<file path="config.mk">
export PLATFORM = sky130hd
export DESIGN_NAME = hazard_ctrl_flat
export DESIGN_NICKNAME = d
export VERILOG_FILES = /design/src/rtl/hazard_ctrl_if.sv /design/src/rtl/hazard_ctrl.sv /design/src/flat_wrapper.sv
export SDC_FILE = /design/constraint.sdc
export NUM_CORES = 1
export LEC_CHECK = 0
export CAP_MARGIN = 5
export CORE_MARGIN = 4
export CORE_UTILIZATION = 45
export CTS_CLUSTER_DIAMETER = 50
export DETAILED_ROUTE_END_ITERATION = 16
export GPL_TIMING_DRIVEN = 0
export PLACE_DENSITY = 0.78
export SLEW_MARGIN = 20
export SYNTH_ARGS = -nofsm -noshare
export SYNTH_HDL_FRONTEND = slang
export SYNTH_SLANG_ARGS = --single-unit
</file>
<file path="constraint.sdc">
create_clock -name clk -period 1.9 [get_ports clk]
set_input_delay 0.19 -clock clk [delete_from_list [all_inputs] [get_ports clk]]
set_output_delay 0.19 -clock clk [all_outputs]
set_load 0.02 [all_outputs]
</file>
<file path="src/rtl/hazard_ctrl_if.sv">
// Pipeline <-> hazard controller signal bundle: hazard/branch status in, stage controls and debug counters out.
interface hazard_ctrl_if #(
  parameter int CNT_W = 16
);
  logic             idex_memread;
  logic [4:0]       idex_rt;
  logic [4:0]       ifid_rs;
  logic [4:0]       ifid_rt;
  logic             ifid_uses_rt;
  logic             exmem_branch;
  logic             exmem_zero;

  logic             pc_write;
  logic             ifid_write;
  logic             idex_bubble;
  logic             ifid_flush;
  logic             idex_flush;
  logic             exmem_flush;
  logic             pcsrc;
  logic             stalling;
  logic [CNT_W-1:0] stall_cnt;
  logic [CNT_W-1:0] flush_cnt;

  // pipeline side
  modport master (
    output idex_memread, idex_rt, ifid_rs, ifid_rt, ifid_uses_rt, exmem_branch, exmem_zero,
    input  pc_write, ifid_write, idex_bubble, ifid_flush, idex_flush, exmem_flush, pcsrc,
           stalling, stall_cnt, flush_cnt
  );

  // controller side
  modport slave (
    input  idex_memread, idex_rt, ifid_rs, ifid_rt, ifid_uses_rt, exmem_branch, exmem_zero,
    output pc_write, ifid_write, idex_bubble, ifid_flush, idex_flush, exmem_flush, pcsrc,
           stalling, stall_cnt, flush_cnt
  );
endinterface

</file>
<file path="src/rtl/hazard_ctrl.sv">
// Load-use stall and taken-branch flush sequencer; all controls are combinational from state + inputs.
// Taken branch overrides everything, an ongoing stall overrides a fresh hazard.
module hazard_ctrl #(
  parameter int STALL_CYCLES = 1,
  parameter int CNT_W        = 16
) (
  input  logic          clk,
  input  logic          rst,
  hazard_ctrl_if.slave  bus
);

  localparam int REM_W = $clog2(STALL_CYCLES) + 1;
  localparam logic [REM_W-1:0] REM_INIT = REM_W'((STALL_CYCLES > 1) ? STALL_CYCLES - 2 : 0);

  typedef enum logic {IDLE, STALL} state_t;

  state_t           state, state_nxt;
  logic [REM_W-1:0] remaining, rem_nxt;
  logic [CNT_W-1:0] stall_cnt, flush_cnt;
  logic             haz, tkn, stall_evt;

  assign haz = bus.idex_memread && (bus.idex_rt != 5'd0) &&
               ((bus.idex_rt == bus.ifid_rs) || (bus.ifid_uses_rt && (bus.idex_rt == bus.ifid_rt)));
  assign tkn = bus.exmem_branch && bus.exmem_zero;

  always_ff @(posedge clk or negedge rst) begin
    if (!rst) begin
      state     <= IDLE;
      remaining <= '0;
      stall_cnt <= '0;
      flush_cnt <= '0;
    end else begin
      state     <= state_nxt;
      remaining <= rem_nxt;
      if (stall_evt && (stall_cnt != '1))
        stall_cnt <= stall_cnt + CNT_W'(1);
      if (tkn && (flush_cnt != '1))
        flush_cnt <= flush_cnt + CNT_W'(1);
    end
  end

  always_comb begin
    state_nxt       = state;
    rem_nxt         = remaining;
    stall_evt       = 1'b0;
    bus.pc_write    = 1'b1;
    bus.ifid_write  = 1'b1;
    bus.idex_bubble = 1'b0;
    bus.ifid_flush  = 1'b0;
    bus.idex_flush  = 1'b0;
    bus.exmem_flush = 1'b0;
    bus.pcsrc       = 1'b0;
    // raw status: reflects STALL or a detected hazard even when a branch wins
    bus.stalling    = (state == STALL) || haz;

    if (tkn) begin
      bus.pcsrc       = 1'b1;
      bus.ifid_flush  = 1'b1;
      bus.idex_flush  = 1'b1;
      bus.exmem_flush = 1'b1;
      state_nxt       = IDLE;
      rem_nxt         = '0;
    end else if (state == STALL) begin
      bus.pc_write    = 1'b0;
      bus.ifid_write  = 1'b0;
      bus.idex_bubble = 1'b1;
      if (remaining == '0)
        state_nxt = IDLE;
      else
        rem_nxt = remaining - REM_W'(1);
    end else if (haz) begin
      bus.pc_write    = 1'b0;
      bus.ifid_write  = 1'b0;
      bus.idex_bubble = 1'b1;
      stall_evt       = 1'b1;
      // a single-cycle stall needs no STALL state: the load has moved on by the next edge
      if (STALL_CYCLES > 1) begin
        state_nxt = STALL;
        rem_nxt   = REM_INIT;
      end
    end

    if (!rst) begin
      bus.pc_write    = 1'b0;
      bus.ifid_write  = 1'b0;
      bus.idex_bubble = 1'b1;
      bus.ifid_flush  = 1'b0;
      bus.idex_flush  = 1'b0;
      bus.exmem_flush = 1'b0;
      bus.pcsrc       = 1'b0;
      bus.stalling    = 1'b0;
    end
  end

  assign bus.stall_cnt = stall_cnt;
  assign bus.flush_cnt = flush_cnt;

endmodule

</file>
<file path="src/flat_wrapper.sv">
// flat-port wrapper written by rule: the top's interface ports become plain ports
module hazard_ctrl_flat 
#(
  parameter int STALL_CYCLES = 1,
  parameter int CNT_W        = 16
)
  (clk, rst, bus_idex_memread, bus_idex_rt, bus_ifid_rs, bus_ifid_rt, bus_ifid_uses_rt, bus_exmem_branch, bus_exmem_zero, bus_pc_write, bus_ifid_write, bus_idex_bubble, bus_ifid_flush, bus_idex_flush, bus_exmem_flush, bus_pcsrc, bus_stalling, bus_stall_cnt, bus_flush_cnt);
  hazard_ctrl_if #(.CNT_W(CNT_W)) bus_i ();
  input  logic clk;
  input  logic rst;
  input wire logic [$bits(bus_i.idex_memread)-1:0] bus_idex_memread;
  input wire logic [$bits(bus_i.idex_rt)-1:0] bus_idex_rt;
  input wire logic [$bits(bus_i.ifid_rs)-1:0] bus_ifid_rs;
  input wire logic [$bits(bus_i.ifid_rt)-1:0] bus_ifid_rt;
  input wire logic [$bits(bus_i.ifid_uses_rt)-1:0] bus_ifid_uses_rt;
  input wire logic [$bits(bus_i.exmem_branch)-1:0] bus_exmem_branch;
  input wire logic [$bits(bus_i.exmem_zero)-1:0] bus_exmem_zero;
  output wire logic [$bits(bus_i.pc_write)-1:0] bus_pc_write;
  output wire logic [$bits(bus_i.ifid_write)-1:0] bus_ifid_write;
  output wire logic [$bits(bus_i.idex_bubble)-1:0] bus_idex_bubble;
  output wire logic [$bits(bus_i.ifid_flush)-1:0] bus_ifid_flush;
  output wire logic [$bits(bus_i.idex_flush)-1:0] bus_idex_flush;
  output wire logic [$bits(bus_i.exmem_flush)-1:0] bus_exmem_flush;
  output wire logic [$bits(bus_i.pcsrc)-1:0] bus_pcsrc;
  output wire logic [$bits(bus_i.stalling)-1:0] bus_stalling;
  output wire logic [$bits(bus_i.stall_cnt)-1:0] bus_stall_cnt;
  output wire logic [$bits(bus_i.flush_cnt)-1:0] bus_flush_cnt;
  assign bus_i.idex_memread = bus_idex_memread;
  assign bus_i.idex_rt = bus_idex_rt;
  assign bus_i.ifid_rs = bus_ifid_rs;
  assign bus_i.ifid_rt = bus_ifid_rt;
  assign bus_i.ifid_uses_rt = bus_ifid_uses_rt;
  assign bus_i.exmem_branch = bus_exmem_branch;
  assign bus_i.exmem_zero = bus_exmem_zero;
  assign bus_pc_write = bus_i.pc_write;
  assign bus_ifid_write = bus_i.ifid_write;
  assign bus_idex_bubble = bus_i.idex_bubble;
  assign bus_ifid_flush = bus_i.ifid_flush;
  assign bus_idex_flush = bus_i.idex_flush;
  assign bus_exmem_flush = bus_i.exmem_flush;
  assign bus_pcsrc = bus_i.pcsrc;
  assign bus_stalling = bus_i.stalling;
  assign bus_stall_cnt = bus_i.stall_cnt;
  assign bus_flush_cnt = bus_i.flush_cnt;
  hazard_ctrl #(.STALL_CYCLES(STALL_CYCLES), .CNT_W(CNT_W)) u_core (.clk(clk), .rst(rst), .bus(bus_i));
endmodule
</file>
==> results of run 1 <==
-- timing repair --
action / in CTS / in global routing
gates resized for setup: 25 / 18
pin swaps: 3 / 8
hold buffers: 2 / 0
setup buffers: 3 / 4
hold endpoints to repair: 15 / 0
endpoints found under the setup margin: 7 / 19
gates cloned: 0 / 0
-- routing by layer --
metal  GRT usage (%)  routed length (um)  vias up
met5               0                   0        -
met4           6.263                 114        0
met3           4.628                 186       10
met2           29.39                2333       40
met1           24.58                2011      798
li1                -                   -      784
-- power groups by stage --
stage | Combinational [uW] | Clock (uW) | Sequential (uW)
after floorplan | 188 | 0 | 973
after global placement | 557 | 0 | 889
after detailed placement | 572 | 0 | 887
after CTS | 584 | 559 | 876
after global routing | 645 | 596 | 898
final | 595 | 546 | 876
-- cells by family (layout without fill, tap and decap cells) --
family / after synthesis / in the layout / synth area share (%)
simple gates: 87 / 87 / 26.70
xor+xnor: 35 / 35 / 17.04
flops: 32 / 32 / 44.51
compound gates: 9 / 9 / 4.729
buf+inv: 9 / 87 / 2.921
mux: 4 / 4 / 2.712
fa+ha+maj: 2 / 2 / 1.391
-- path summary, 6_finish.rpt --
path / cells past startpoint / end / slack (ns)
max: 8 / bus_pc_write / -0.03
min: 1 / u_core.bus.flush_cnt[10] / 0.50
max reg2reg: 7 / u_core.bus.stall_cnt[1] / 0.09
min reg2reg: 1 / u_core.bus.flush_cnt[10] / 0.50
max in group asynchronous: 3 / u_core.bus.stall_cnt[10] / 0.75
min in group asynchronous: 2 / u_core.bus.stall_cnt[0] / 0.52
-- area by class of cell --
cell class                 instances  area, um2
fill                             287       1040
multi-input combinational        137       1016
clock inverter                     1      7.507
inverter                           4      15.01
clock buffer                       7      86.33
buffer                             5      41.29
timing repair buffer              70      704.4
tap                               48      60.06
sequential                        32      800.8
-- flip-flops by register name, indices dropped and copies added, names as in the netlist --
name / count
u_core.bus.flush_cnt: 16
u_core.bus.stall_cnt: 16
-- metrics by stage --
stage                      TNS, ns  utilization, %  area, um2  cells
final                     -0.03154           72.43       2731    304
after global placement      -13.02           65.23       2460    286
after detailed placement    -6.466           65.83       2482    287
after floorplan                  0               -       1799    178
after global routing       -0.1503           72.43       2731    304
after CTS                 -0.05724           69.48       2620    300
-- placed cells by master (no fill, tap or decap), types with 2 or more instances in the layout --
cell type / count
clkdlybuf4s50_1: 48
nand2b_1: 2
buf_6: 3
inv_1: 4
nor3_1: 6
nand4_1: 13
dfrtp_1: 32
mux2_2: 2
nand3_1: 19
buf_4: 12
xor2_1: 2
nor2_1: 8
dlygate4sd2_1: 5
and2_1: 3
and3_1: 3
nor4_1: 3
clkbuf_8: 6
nand2_1: 13
dlygate4sd3_1: 2
a21oi_1: 4
nand3_2: 3
xnor2_1: 33
nor4_2: 2
dlymetal6s2s_1: 2
nor4_4: 2
==> impl_results.md, run 1 <==
- F_max: between 500 and 600 MHz
- Share of the synthesized area in the top cell type: roughly 45%
- Slew @ Worst Pin: about 0.77 ns
- Sw Ratio: about a third
- CTS root buffer: clkbuf_8
- Crit. Startpoint: bus_idex_rt[0]
- Iteration count of the initial detailed-routing pass: 4
- Clock share of power: between 20% and 30%
- Pin count of the biggest net entering global routing: 18
- Die Y: slightly above 70 um
- Final worst setup slack: -0.03154 ns
- Main synth FF type: dfrtp_1
- Comb pwr share: around 30%
- Synth Warn #: 0
- CP peak stage delay: between 0.5 and 0.6 ns
- HPWL Detailed: between 3000 and 4000 um
- Max Cap Viol: 0
- Worst skew pair latency: just under 0.3 ns
- Final hold vios: 0
- Synthesized cell area: 1799 um2
- Peak VDD IR: 643.8 uV
- Worst path bufs/invs: 4
- Die footprint: between 5000 and 6000 um2
- CP top delay family: simple AND/OR/NAND/NOR gates
- Psw: between 600 and 700 uW
- Number of global-route vias before repair: roughly 1600
- First-pass GRT wire length: between 7000 and 8000 um
- Int Power: between 1000 and 1500 uW
- Mean area per synthesized cell: slightly above 10 um2
- # diodes: 0
- Vias per cell: approximately 5.4
- Sequential Power Share: around 43%
- Skew final: ~0.0075 ns
- Min-Delay Path Class: reg -> reg
- Initial antenna violation count: 0
- Cells after Synth: ~180
- Vias: roughly 1600
- Critical path class: in -> out
- Min-delay src: u_core.bus.flush_cnt[10]
- IO Pins: 61
- Register area share after synthesis: 44.51%
- Most instantiated cells after synthesis: xnor2_1 (33), dfrtp_1 (32), nand3_1 (22)
- Fin. max-slew vios: 0
- Clk buf depth: 2
- Top-count cell post-synth: xnor2_1
- Number of routed nets with antenna violations: 0
- Worst-path maximum fanout: 3
- Layout cell share with drive strength beyond 1: 18.36%
- Netlist cell types: 32
- Max-slew headroom: between 40% and 50%
- Row Count: 22
- Worst setup SP type: primary input
- Clock slew at reported path FFs: 0.07 ns
- CP endpoint kind: output port
- Final WL: 4645 um
- Post-synthesis register bit count: 32
- Worst r2r src: u_core.bus.stall_cnt[0]
- Failing checks: setup timing
- Synth area leader: dfrtp_1
- CTS H-tree lvls: 2
- Clk sink count: 32
- Setup violators final: 1
- Post-synth ARST share: 100.0%
- Area grow syn2layout: 51.81%
- GP Congestion: 0.8498
- Status: finished, violations left
- Core area: 3771 um2
- Worst hold slack: ~0.50 ns
- Starting density of the core: 47.71%
- RSZ-0062 raised after global routing: true
- Final #Nets: around 280
- Top cells by area, synth: dfrtp_1 (45%), xnor2_1 (16%), nand3_1 (6.1%)
- Tmin final: a little under 2 ns
- Total CTS buffers: 5
- Worst EP required: 1.71 ns
- Synth Net Count: approximately 200
- Slowest CP cell: or4_4
- Drt drc: 0
- DRT iter0 DRCs: 78
- DP Worst Slack: -0.8664 ns
- EDFF count, synth: 0
- Period utilization: 101.7%
- CTS tree: done
- Top cell by count, worst path: buf_4
- PortBufs: 60
- GRT overflow: 0
- Pleak: 0.001094 uW
- WP data arrival: approximately 1.7 ns
- Power, Total: just over 2000 uW
- Critical path, cell by cell: dlygate4sd2_1, or4_4, o21ai_4, inv_1, nand3_2, and2_4, buf_4, buf_4
- Routed wire per std cell: roughly 15 um
- Chip width: 71.23 um
- PD cells: 739.0 nW/um2
- Gr usage total: approximately 18%
Power figures use the tool's default switching activity.
==> inputs of run 2 (changes only) <==
- ABC_CLOCK_PERIOD_IN_PS: not set -> 1900
- CORE_UTILIZATION: 45 -> 62
- DONT_BUFFER_PORTS: not set -> 1
- MAX_ROUTING_LAYER: not set -> met4
- PLACE_DENSITY: 0.78 -> 0.77
==> impl_results.md, run 2 (synthesis gave the netlist of run 1 again) <==
- Area grow syn2layout: 15.72%
- Gr usage total: 23.18% (+4.7 points)
- Iteration count of the initial detailed-routing pass: 4 (unchanged)
- Fin. max-slew vios: 0 (unchanged)
- Final WL: 4142 um (-11%)
- WP data arrival: 2.04 ns (+0.30 ns)
- GRT overflow: 0 (unchanged)
- Routed wire per std cell: 18.74 um (+23%)
- IO Pins: 61 (unchanged)
- PD cells: 863.1 nW/um2 (+17%)
- Slowest CP cell: dfrtp_2
- Post-layout instance area: 2082 um2 (-24%)
- Vias per cell: 6.348 (+18%)
- Max-slew headroom: 67.20% (+19 points)
- Tmin final: 1.820 ns (-0.1115 ns)
- Worst r2r src: u_core.bus.stall_cnt[1]
- Skew final: 0.009778 ns (+0.002239 ns)
- Min-delay src: bus_idex_memread
- Final worst setup slack: 0.07993 ns (+0.1115 ns)
- Total CTS buffers: 5 (unchanged)
- Die Y: 61.87 um (-13%)
- Peak VDD IR: 770.5 uV (+20%)
- # diodes: 0 (unchanged)
- First-pass GRT wire length: 6065 um (-19%)
- Max Cap Viol: 0 (unchanged)
- GP Congestion: 0.8467 (-0.36%)
- Most common cell after layout, fill and taps aside: xnor2_1
- Pin count of the biggest net entering global routing: 33 (+15)
- Core area: 2758 um2 (-27%)
- Clk buf depth: 2 (unchanged)
- Pleak: 0.0007807 uW (-29%)
- CTS tree: done
- Worst hold slack: 0.2097 ns (-0.2897 ns)
- Top cell by count, worst path: nand4_1
- Critical path, cell by cell: ha_4, and2_1, nand4_1, nor4_2, nand4_1, mux2_1
- Clk sink count: 32 (unchanged)
- Commonest non-fill, non-tap cells in the layout: xnor2_1 (33), nand3_1 (18), dfrtp_2 (17), dfrtp_1 (15)
- Placed Area: 1838 um2 (-26%)
- F_max: 549.4 MHz (+6.1%)
- Clock slew at reported path FFs: 0.10 ns (+0.03 ns)
- Number of routed nets with antenna violations: 0 (unchanged)
- Layout cell share with drive strength beyond 1: 28.95% (+11 points)
- Drt drc: 0 (unchanged)
- Chip width: 61.87 um (-13%)
- Number of global-route vias before repair: 1330 (-15%)
- CTS root buffer: clkbuf_4
- Worst-path maximum fanout: 4 (+1)
- HPWL Detailed: 2915 um (-10%)
- Worst skew pair latency: 0.33 ns (+0.04 ns)
- CP endpoint kind: flop
- DP Worst Slack: -0.1530 ns (+0.7133 ns)
- Status: complete, no violations
- Die footprint: 3828 um2 (-25%)
- Worst EP required: 2.12 ns (+0.41 ns)
- Critical path class: reg -> reg
- DRT iter0 DRCs: 76 (-2.6%)
- CTS H-tree lvls: 2 (unchanged)
- Dpl cells: 209 (-27%)
- Row Count: 19 (-14%)
- Crit. Startpoint: u_core.bus.stall_cnt[1]
- Final #Nets: 212 (-24%)
- Setup violators final: 0 (-1)
- Vias: 1403 (-14%)
- PortBufs: 0 (-100%)
- Period utilization: 95.79% (-5.9 points)
- CP peak stage delay: 0.48 ns (-0.08 ns)
- Initial antenna violation count: 0 (unchanged)
- Largest regs: u_core.bus.flush_cnt x16, u_core.bus.stall_cnt x16
- Slew @ Worst Pin: 0.4920 ns (-0.2825 ns)
- Min-Delay Path Class: in -> reg
- Power, Total: 1797 uW (-11%)
- Final hold vios: 0 (unchanged)
- Final Non-Filler Cells: 221 (-27%)
- Starting density of the core: 65.25% (+18 points)
- Worst setup SP type: flop
-- run 2: worst max-delay path: cells and delay by family (launching register included) --
family        cells  cell delay [ns]
fa+ha+maj         1             0.19
mux               1             0.33
simple gates      4             0.71
flops             1             0.48
-- run 2: where the power goes --
| part | switching [uW] | internal, uW |
|---|---|---|
| logic | 126 | 146 |
| registers | 248 | 773 |
| clock network | 229 | 276 |
| total | 602 | 1190 |
-- run 2: timing repair --
item	4_1_cts	5_1_grt
hold buffers	2	0
gates resized for setup	8	26
buffers inserted	2	1
hold endpoints to repair	32	0
setup endpoints to repair	13	16
pin swaps	2	4
-- run 2: worst paths after layout --
check / endpoint / slack, ns / depth (start not counted)
max: u_core.bus.stall_cnt[14] / 0.08 / 6
min: u_core.bus.stall_cnt[13] / 0.21 / 4
max reg2reg: u_core.bus.stall_cnt[14] / 0.08 / 6
min reg2reg: u_core.bus.stall_cnt[11] / 0.57 / 1
max in group asynchronous: u_core.bus.stall_cnt[0] / 1.42 / 2
min in group asynchronous: u_core.bus.flush_cnt[9] / 0.29 / 2
-- run 2: area by class of cell --
type,instances,area (um2)
buffer,5,37.54
sequential,32,822.0
clock inverter,2,35.03
timing repair buffer,4,45.04
tap,31,38.79
multi-input combinational,137,1047
fill,191,675.6
inverter,4,15.01
clock buffer,6,41.29
-- run 2: routing by layer --
metal,GRT usage [%],vias up,share of wire (%)
met5,-,-,0
met4,7.879,0,1.1
met3,10.54,5,12
met2,34.53,71,49
met1,27.89,678,38
li1,-,649,-
-- run 2: through the flow --
stage	TNS, ns	util, %
2_1_floorplan	0	-
3_3_place_gp	-0.05987	66.65
3_5_place_dp	-0.4006	66.65
4_1_cts	-0.03118	72.28
5_1_grt	-0.01309	75.50
6_report	0	75.50
==> inputs of run 3 (changes only) <==
- CAP_MARGIN: 5 -> 40
- MAX_ROUTING_LAYER: met4 -> not set
==> impl_results.md, run 3 (synthesis gave the netlist of run 1 again) <==
- Status: complete, no violations
- HPWL Detailed: 2915 um (unchanged)
- Register Area: 822.0 um2 (unchanged)
- GP Congestion: 0.8339 (-1.5%)
- DRT iter0 DRCs: 79 (+3.9%)
- Initial antenna violation count: 0 (unchanged)
- Die footprint: 3828 um2 (unchanged)
- WP data arrival: 2.06 ns (+0.02 ns)
- Max Cap Viol: 0 (unchanged)
- CTS root buffer: clkbuf_4
- Final Non-Filler Cells: 221 (unchanged)
- CP endpoint kind: flop
- First-pass GRT wire length: 6044 um (-0.35%)
- Most common cell after layout, fill and taps aside: xnor2_1
- Die Y: 61.87 um (unchanged)
- Layout fillers: 191 (unchanged)
- Clk buf depth: 2 (unchanged)
- Vias per cell: 6.434 (+1.4%)
- Final #Nets: 212 (unchanged)
- Clock slew at reported path FFs: 0.10 ns (about the same)
- Peak VDD IR: 768.5 uV (-0.26%)
- Pin count of the biggest net entering global routing: 33 (unchanged)
- GRT overflow: 0 (unchanged)
- Dpl cells: 209 (unchanged)
- Setup violators final: 0 (unchanged)
- Slew @ Worst Pin: 0.4945 ns (+0.002549 ns)
- Routed wire per std cell: 18.99 um (+1.3%)
- Total CTS buffers: 5 (unchanged)
- Commonest non-fill, non-tap cells in the layout: xnor2_1 (33), nand3_1 (18), dfrtp_2 (17), dfrtp_1 (15)
- Layout cell share with drive strength beyond 1: 28.95% (unchanged)
- Number of routed nets with antenna violations: 0 (unchanged)
- Chip width: 61.87 um (unchanged)
- Starting density of the core: 65.25% (unchanged)
- CTS tree: done
- Worst setup SP type: flop
- Largest regs: u_core.bus.flush_cnt x16, u_core.bus.stall_cnt x16
- CTS H-tree lvls: 2 (unchanged)
- Min-Delay Path Class: in -> reg
- Vias: 1422 (+1.4%)
- Number of global-route vias before repair: 1329 (-0.075%)
- Fin. max-slew vios: 0 (unchanged)
- Area grow syn2layout: 15.72% (unchanged)
- Sum Neg Setup Slack: 0 ns (unchanged)
- Gr usage total: 22.44% (-0.74 points)
- PD cells: 862.1 nW/um2 (-0.12%)
- Final WL: 4196 um (+1.3%)
- Skew final: 0.008528 ns (-0.001250 ns)
- F_max: 544.0 MHz (-0.98%)
- Iteration count of the initial detailed-routing pass: 4 (unchanged)
- Worst-path maximum fanout: 4 (unchanged)
- Post-layout instance area: 2082 um2 (unchanged)
- Pleak: 0.0007807 uW (unchanged)
- Period utilization: 96.74% (+0.95 points)
- Clk sink count: 32 (unchanged)
- # diodes: 0 (unchanged)
- Critical path class: reg -> reg
- Placed Area: 1838 um2 (unchanged)
- IO Pins: 61 (unchanged)
- Max-slew headroom: 67.03% (-0.17 points)
- Worst skew pair latency: 0.33 ns (about the same)
- Drt drc: 0 (unchanged)
- Final hold vios: 0 (unchanged)
- Worst EP required: 2.12 ns (about the same)
- Core area: 2758 um2 (unchanged)
- Row Count: 19 (unchanged)
- PortBufs: 0 (unchanged)
- Tmin final: 1.838 ns (+0.01807 ns)
- Area taken by multi-input logic gates: 1047 um2 (unchanged)
==> run 3: critical path, cell delays in order, from the launching register on <==
cell	delay, ns
dfrtp_2	0.48
ha_4	0.19
and2_1	0.21
nand4_1	0.13
nor4_2	0.24
nand4_1	0.15
mux2_1	0.33
==> run 3: what timing repair did <==
item / in CTS / in global routing
gates cloned: 0 / 0
hold endpoints to repair: 32 / 0
pin swaps: 2 / 4
endpoints found under the setup margin: 13 / 16
resized for setup: 8 / 26
buffers inserted: 2 / 1
hold buffers: 2 / 0
==> run 3: through the flow <==
stage	power, uW	utilization (%)	hold slack [ns]	setup WS, ns
6_report	1795	75.50	0.2129	0.06187
5_1_grt	1905	75.50	0.2179	-0.01251
4_1_cts	1760	72.28	0.1961	-0.03118
3_5_place_dp	1226	66.65	-0.1048	-0.1530
3_3_place_gp	1202	66.65	-0.1048	-0.05987
2_1_floorplan	1161	-	-0.1056	0.04822
==> run 3: layout make-up <==
cell class | instances | share of cell area [%]
inverter | 4 | 0.7212
sequential | 32 | 39.48
clock inverter | 2 | 1.683
multi-input combinational | 137 | 50.30
timing repair buffer | 4 | 2.163
tap | 31 | 1.863
buffer | 5 | 1.803
clock buffer | 6 | 1.983
==> run 3: report_power, final <==
group	internal, uW	switching (uW)
logic	146	125
clock network	276	228
registers	773	247
total	1190	600
==> run 3: final timing paths <==
check | start | cells past startpoint | to | slack (ns)
worst max register to register | u_core.bus.stall_cnt[1] | 6 | u_core.bus.stall_cnt[14] | 0.06
worst max-delay path | u_core.bus.stall_cnt[1] | 6 | u_core.bus.stall_cnt[14] | 0.06
max in group asynchronous | rst | 2 | u_core.bus.flush_cnt[1] | 1.42
min in group asynchronous | rst | 2 | u_core.bus.flush_cnt[10] | 0.29
worst min-delay path | bus_idex_memread | 4 | u_core.bus.stall_cnt[0] | 0.21
worst min register to register | u_core.bus.stall_cnt[11] | 1 | u_core.bus.stall_cnt[11] | 0.57
==> run 3: layer usage <==
layer | wire length (um) | vias to the layer above | GRT usage (%)
met5 | 0 | - | 0
met4 | 61 | 0 | 7.879
met3 | 524 | 7 | 10.95
met2 | 2048 | 72 | 34.83
met1 | 1561 | 695 | 27.24
li1 | - | 648 | -
